## src/rtl/bcd_serial_add_ctrl.sv

```systemverilog
// bcd_serial_add_ctrl
//   Adds two packed-BCD operands one digit per clock, least-significant digit
//   first. A single BCD digit adder is reused for every digit position. The
//   digit carry passes from one position to the next through a register.
//
//   Optional feature macro: BCD_SERIAL_ERR_EN
//     Defined     : nibbles above 9 are flagged on err, which is presented
//                   together with the result.
//     Not defined : err is tied to 0.
//
// Ports
//   clk      in   rising-edge clock
//   reset_n  in   asynchronous active-low reset
//   start    in   request; sampled only while idle
//   a, b     in   packed BCD operands, digit 0 = [3:0]
//   c_in     in   carry into digit 0
//   busy     out  high while digits are being processed
//   done     out  one-cycle pulse; sum/c_out/err are valid
//   sum      out  packed BCD result, held between operations
//   c_out    out  carry out of the most-significant digit
//   err      out  invalid-digit flag

module bcd_adder_digit (
  input  logic [3:0] a_i,
  input  logic [3:0] b_i,
  input  logic       c_i,
  output logic [3:0] s_o,
  output logic       c_o
);
  logic [4:0] bin;

  always_comb begin
    bin = {1'b0, a_i} + {1'b0, b_i} + {4'b0000, c_i};
    if (bin > 5'd9) begin
      s_o = bin[3:0] + 4'd6;
      c_o = 1'b1;
    end else begin
      s_o = bin[3:0];
      c_o = 1'b0;
    end
  end
endmodule

module bcd_serial_add_ctrl #(
  parameter int DIGITS = 4
) (
  input  logic                clk,
  input  logic                reset_n,
  input  logic                start,
  input  logic [4*DIGITS-1:0] a,
  input  logic [4*DIGITS-1:0] b,
  input  logic                c_in,
  output logic                busy,
  output logic                done,
  output logic [4*DIGITS-1:0] sum,
  output logic                c_out,
  output logic                err
);
  localparam int W  = 4 * DIGITS;
  localparam int IW = (DIGITS > 1) ? $clog2(DIGITS) : 1;

  typedef enum logic [1:0] {S_IDLE, S_ADD, S_DONE} state_t;

  state_t          state_q, state_d;
  logic [IW-1:0]   idx_q, idx_d;
  logic            carry_q, carry_d;
  logic [W-1:0]    a_sr_q, a_sr_d;
  logic [W-1:0]    b_sr_q, b_sr_d;
  logic [W-1:0]    sr_q, sr_d;
  logic [W-1:0]    sum_q, sum_d;
  logic            c_out_q, c_out_d;

  logic [3:0]      dig_s;
  logic            dig_c;
  logic [W+3:0]    sr_cat;
  logic            last_digit;

  bcd_adder_digit u_digit (
    .a_i (a_sr_q[3:0]),
    .b_i (b_sr_q[3:0]),
    .c_i (carry_q),
    .s_o (dig_s),
    .c_o (dig_c)
  );

  // New digit enters at the MS end. After DIGITS shifts, digit 0 sits in [3:0].
  assign sr_cat     = {dig_s, sr_q};
  assign last_digit = (idx_q == IW'(DIGITS - 1));

`ifdef BCD_SERIAL_ERR_EN
  logic flag_q, flag_d;
  logic err_q, err_d;
  logic bad_nibble;

  assign bad_nibble = (a_sr_q[3:0] > 4'd9) || (b_sr_q[3:0] > 4'd9);
`endif

  always_comb begin
    state_d = state_q;
    idx_d   = idx_q;
    carry_d = carry_q;
    a_sr_d  = a_sr_q;
    b_sr_d  = b_sr_q;
    sr_d    = sr_q;
    sum_d   = sum_q;
    c_out_d = c_out_q;
`ifdef BCD_SERIAL_ERR_EN
    flag_d  = flag_q;
    err_d   = err_q;
`endif
    unique case (state_q)
      S_IDLE: begin
        if (start) begin
          state_d = S_ADD;
          a_sr_d  = a;
          b_sr_d  = b;
          carry_d = c_in;
          idx_d   = '0;
`ifdef BCD_SERIAL_ERR_EN
          flag_d  = 1'b0;
          err_d   = 1'b0;
`endif
        end
      end
      S_ADD: begin
        a_sr_d  = a_sr_q >> 4;
        b_sr_d  = b_sr_q >> 4;
        sr_d    = sr_cat[W+3:4];
        carry_d = dig_c;
        idx_d   = idx_q + 1'b1;
`ifdef BCD_SERIAL_ERR_EN
        flag_d  = flag_q | bad_nibble;
`endif
        // The result registers load on the edge that enters DONE, so that
        // sum/c_out/err are already valid in the cycle where done is high.
        if (last_digit) begin
          state_d = S_DONE;
          sum_d   = sr_cat[W+3:4];
          c_out_d = dig_c;
`ifdef BCD_SERIAL_ERR_EN
          err_d   = flag_q | bad_nibble;
`endif
        end
      end
      S_DONE:  state_d = S_IDLE;
      default: state_d = S_IDLE;
    endcase
  end

  always_ff @(posedge clk or negedge reset_n) begin
    if (!reset_n) begin
      state_q <= S_IDLE;
      idx_q   <= '0;
      carry_q <= 1'b0;
      a_sr_q  <= '0;
      b_sr_q  <= '0;
      sr_q    <= '0;
      sum_q   <= '0;
      c_out_q <= 1'b0;
    end else begin
      state_q <= state_d;
      idx_q   <= idx_d;
      carry_q <= carry_d;
      a_sr_q  <= a_sr_d;
      b_sr_q  <= b_sr_d;
      sr_q    <= sr_d;
      sum_q   <= sum_d;
      c_out_q <= c_out_d;
    end
  end

`ifdef BCD_SERIAL_ERR_EN
  always_ff @(posedge clk or negedge reset_n) begin
    if (!reset_n) begin
      flag_q <= 1'b0;
      err_q  <= 1'b0;
    end else begin
      flag_q <= flag_d;
      err_q  <= err_d;
    end
  end

  assign err = err_q;
`else
  assign err = 1'b0;
`endif

  assign busy  = (state_q == S_ADD);
  assign done  = (state_q == S_DONE);
  assign sum   = sum_q;
  assign c_out = c_out_q;
endmodule

```

## config.mk

```make
export PLATFORM = sky130hd
export DESIGN_NAME = bcd_serial_add_ctrl
export DESIGN_NICKNAME = d
export VERILOG_FILES = /design/src/rtl/bcd_serial_add_ctrl.sv
export SDC_FILE = /design/constraint.sdc
export NUM_CORES = 1
export LEC_CHECK = 0
export CAP_MARGIN = 20
export CORE_MARGIN = 2
export CORE_UTILIZATION = 47
export CTS_CLUSTER_DIAMETER = 50
export DETAILED_ROUTE_END_ITERATION = 7
export PLACE_DENSITY = 0.82
export RECOVER_POWER = 25
export SLEW_MARGIN = 10
export SYNTH_ARGS = -nofsm -noshare
export SYNTH_HDL_FRONTEND = slang
export SYNTH_SLANG_ARGS = --single-unit
```

## constraint.sdc

```tcl
create_clock -name clk -period 3.24 [get_ports clk]
set_input_delay 0.81 -clock clk [delete_from_list [all_inputs] [get_ports clk]]
set_output_delay 0.81 -clock clk [all_outputs]
set_load 0.02 [all_outputs]
```

==> out/results.txt, run 1 <==
CP endpoint kind - flip-flop
Max Freq - 340.2 MHz
Synth top area cells - dfrtp_1 54%, mux2i_1 8.9%, nand2_1 8.3%
GP Congestion - 0.7497
Post-Syn Nets - 337
Mapped Area - 3040 µm²
Root Driver - clkbuf_8
Pin count of the biggest net entering global routing - 67
Register area - 1652 µm²
Seq/Total Area, Yosys - 54.32%
Reg power frac - 32.7%
GRT overflow - 0
Residual DRC - 0
Initial Util - 48.16%
Vias in the first global route - 2247
Crit-path max FO - 6
Pwr Total - 4.444 mW
Period utilization - 90.73%
Later-pin clock latency in the skew report - 0.35 ns
Synth-to-Final Area Change - 27.45%
Synth Flop Type - dfrtp_1
Cell variety after synth - 32
Post-DRT Antenna Nets - 0
Switching power - 1.784 mW
Synth area leader - dfrtp_1
Layout cells sized above 1 - 8.807%
Fill cells - 559
Hold Path Class - reg -> reg
Avg Vias per Cell - 5.291
Combinational group share of total power - 51.4%
RSZ-0062 raised after global routing - no
Post-synthesis cell count - 293
First-pass GRT wire length - 10450 µm
Port buffer count - 54
Minimum clock period after layout - 2.940 ns
Initial DRC Count - 126
Wire per inst - 14.47 µm
Status - finished with violations
Total number of vias - 2270
Setup violations, final - 0
H-tree levels - 3
Leak - 1.825 nW
ANT cells - 0
Synth async-reset ratio - 100.0%
Crit Path Class - reg -> reg
Crit path from - carry_q
Max-slew headroom - -5.947%
Crit Reg-Reg Startpoint - carry_q
Count of final hold-check violations - 0
Die ar. - 7128 µm²
CTS Hold Bufs - 0
Setup TNS - 0 ns
Min-delay src - idx_q[0]
Chip height - 84.43 µm
CTS tree - done
Final clock skew - 0.01044 ns
Syn Area/Cell - 10.38 µm²
Number of nets in the layout - 391
Drt pass-1 iters - 5
Clock buffer depth - 2
Max_cap viols - 1
Critical Path AT - 3.17 ns
Routed Wire Length - 6206 µm
Antenna violations before repair - 0
WP data required - 3.47 ns
Pin slew with the least headroom to its limit - 1.589 ns
Post-DP HPWL - 4278 µm
Rows - 29
EDFF count, synth - 0
Internal power - 2.660 mW
CP Launch Type - flip-flop
Core area - 6314 µm²
Clock sinks - 66
Failing checks - capacitance limit, slew limit
Clk pwr share - 15.9%
Worst hold slack - 0.4849 ns
Total track usage - 18.64%
Switching share of power - 40.14%
Count of state elements after synthesis - 66
TritonCTS buffer count - 9
Multi-input logic area - 1314 µm²
Max VDD drop - 0.6533 mV
Fin. max-slew vios - 67
YS warnings - 0
I/O pin count - 56
Pwr dens - 1147 nW/µm²
Die X - 84.43 µm
Reg clk slew, reported paths - 0.07 ns
Synth top area share - 54.32%
[metal layers]
| metal | wire [µm] | track usage, % |
|---|---|---|
| met1 | 2702 | 22.63 |
| met2 | 3053 | 31.60 |
| met3 | 393 | 7.080 |
| met4 | 57 | 4.618 |
| met5 | 0 | 0 |
[critical path, stage by stage (launching register included)]
cell and delay, ns:
dfrtp_1 0.41, fa_1 0.47, fa_1 0.43, xnor2_2 0.28
ha_1 0.20, nand2_1 0.05, a22o_1 0.18, or3_4 0.41
a21o_1 0.20, a31o_1 0.20
[worst paths after layout]
| kind | endpoint | slack (ns) | cells after the start |
|---|---|---|---|
| setup / recovery | sr_q[13] | 0.30 | 9 |
| hold reg to reg | idx_q[0] | 0.48 | 1 |
| setup reg to reg | sr_q[13] | 0.30 | 9 |
| hold / removal | idx_q[0] | 0.48 | 1 |
| max in group asynchronous | b_sr_q[1] | 1.33 | 2 |
| min in group asynchronous | sum[9] | 0.95 | 2 |
[cells in the final DEF (no fill, tap or decap), drive strengths merged]
cell type,instances
a21oi,14
a22o,2
conb,1
inv,7
clkinvlp,1
fa,2
xnor2,1
mux2i,27
and3,1
dfrtp,66
a311oi,1
nor2,7
and2,2
clkdlybuf4s50,53
ha,6
clkbuf,12
clkinv,3
and2b,1
bufinv,1
mux2,13
o21ai,38
o22ai,1
a31o,3
or3,1
buf,5
a21o,2
and4,1
nor2b,10
nand3,2
nand2,68
[synthesized netlist by cell type (all sizes together) (2+ instances only)]
library cell,n
a21o,2
a21oi,14
a22o,2
a31o,3
and2,2
buf,6
clkbuf,10
dfrtp,66
fa,2
ha,6
inv,7
mux2,13
mux2i,27
nand2,68
nand3,2
nor2,7
nor2b,10
o21ai,38
[final cells by class]
| cell class | count | share of cell area (%) |
|---|---|---|
| inverter | 7 | 0.6781 |
| clock inverter | 5 | 1.356 |
| clock buffer | 11 | 3.907 |
| tap | 77 | 2.486 |
| sequential | 66 | 42.62 |
| timing repair buffer | 59 | 15.05 |
| multi-input combinational | 204 | 33.90 |
[stage by stage]
stage	cell area [µm²]	util (%)	setup slack, ns	std cells
6_report	3875	61.38	0.3003	429
5_1_grt	3875	61.38	0.1841	429
4_1_cts	3870	61.30	0.1589	429
3_5_place_dp	3666	58.07	0.1819	413
3_3_place_gp	3666	58.07	0.2625	413
2_1_floorplan	3040	-	0.3674	293
[power by group through the flow]
stage          Clock [mW]  Sequential [mW]  Combinational (mW)
2_1_floorplan           0             1.50                1.56
3_3_place_gp            0             1.45                2.17
3_5_place_dp            0             1.47                2.26
4_1_cts             0.713             1.46                2.28
5_1_grt             0.758             1.51                2.52
6_report            0.705             1.45                2.29
[cell families (layout without fill, tap and decap cells)]
logic type,Yosys count,in the layout,share of synthesized area (%)
other cells,1,1,0.1233
simple gates,93,93,13.50
buf+inv,23,82,3.086
compound gates,61,61,11.19
mux,40,40,13.70
fa+ha+maj,8,8,3.786
flops,66,66,54.32
xor+xnor,1,1,0.2881
[registers in the layout (all words and copies together), names as in the netlist]
| signal | count |
|---|---|
| carry_q | 1 |
| sum | 16 |
| sr_q | 12 |
| a_sr_q | 16 |
| b_sr_q | 16 |
| idx_q | 2 |
| state_q | 2 |
| c_out | 1 |
[repair_timing]
action                                  4_1_cts  5_1_grt
buffers inserted                              0        0
resized for setup                             0        1
endpoints found under the setup margin        0        3
Power figures use the tool's default switching activity.
==> inputs of run 2 (changes only) <==
--- a/config.mk
+++ b/config.mk
@@ -9,6 +9,7 @@
 export CORE_MARGIN = 2
 export CORE_UTILIZATION = 47
 export CTS_CLUSTER_DIAMETER = 50
+export CTS_CLUSTER_SIZE = 24
 export DETAILED_ROUTE_END_ITERATION = 7
 export PLACE_DENSITY = 0.82
 export RECOVER_POWER = 25
==> results of run 2 <==
No change in the layout: final DEF, timing and power equal those of run 1.
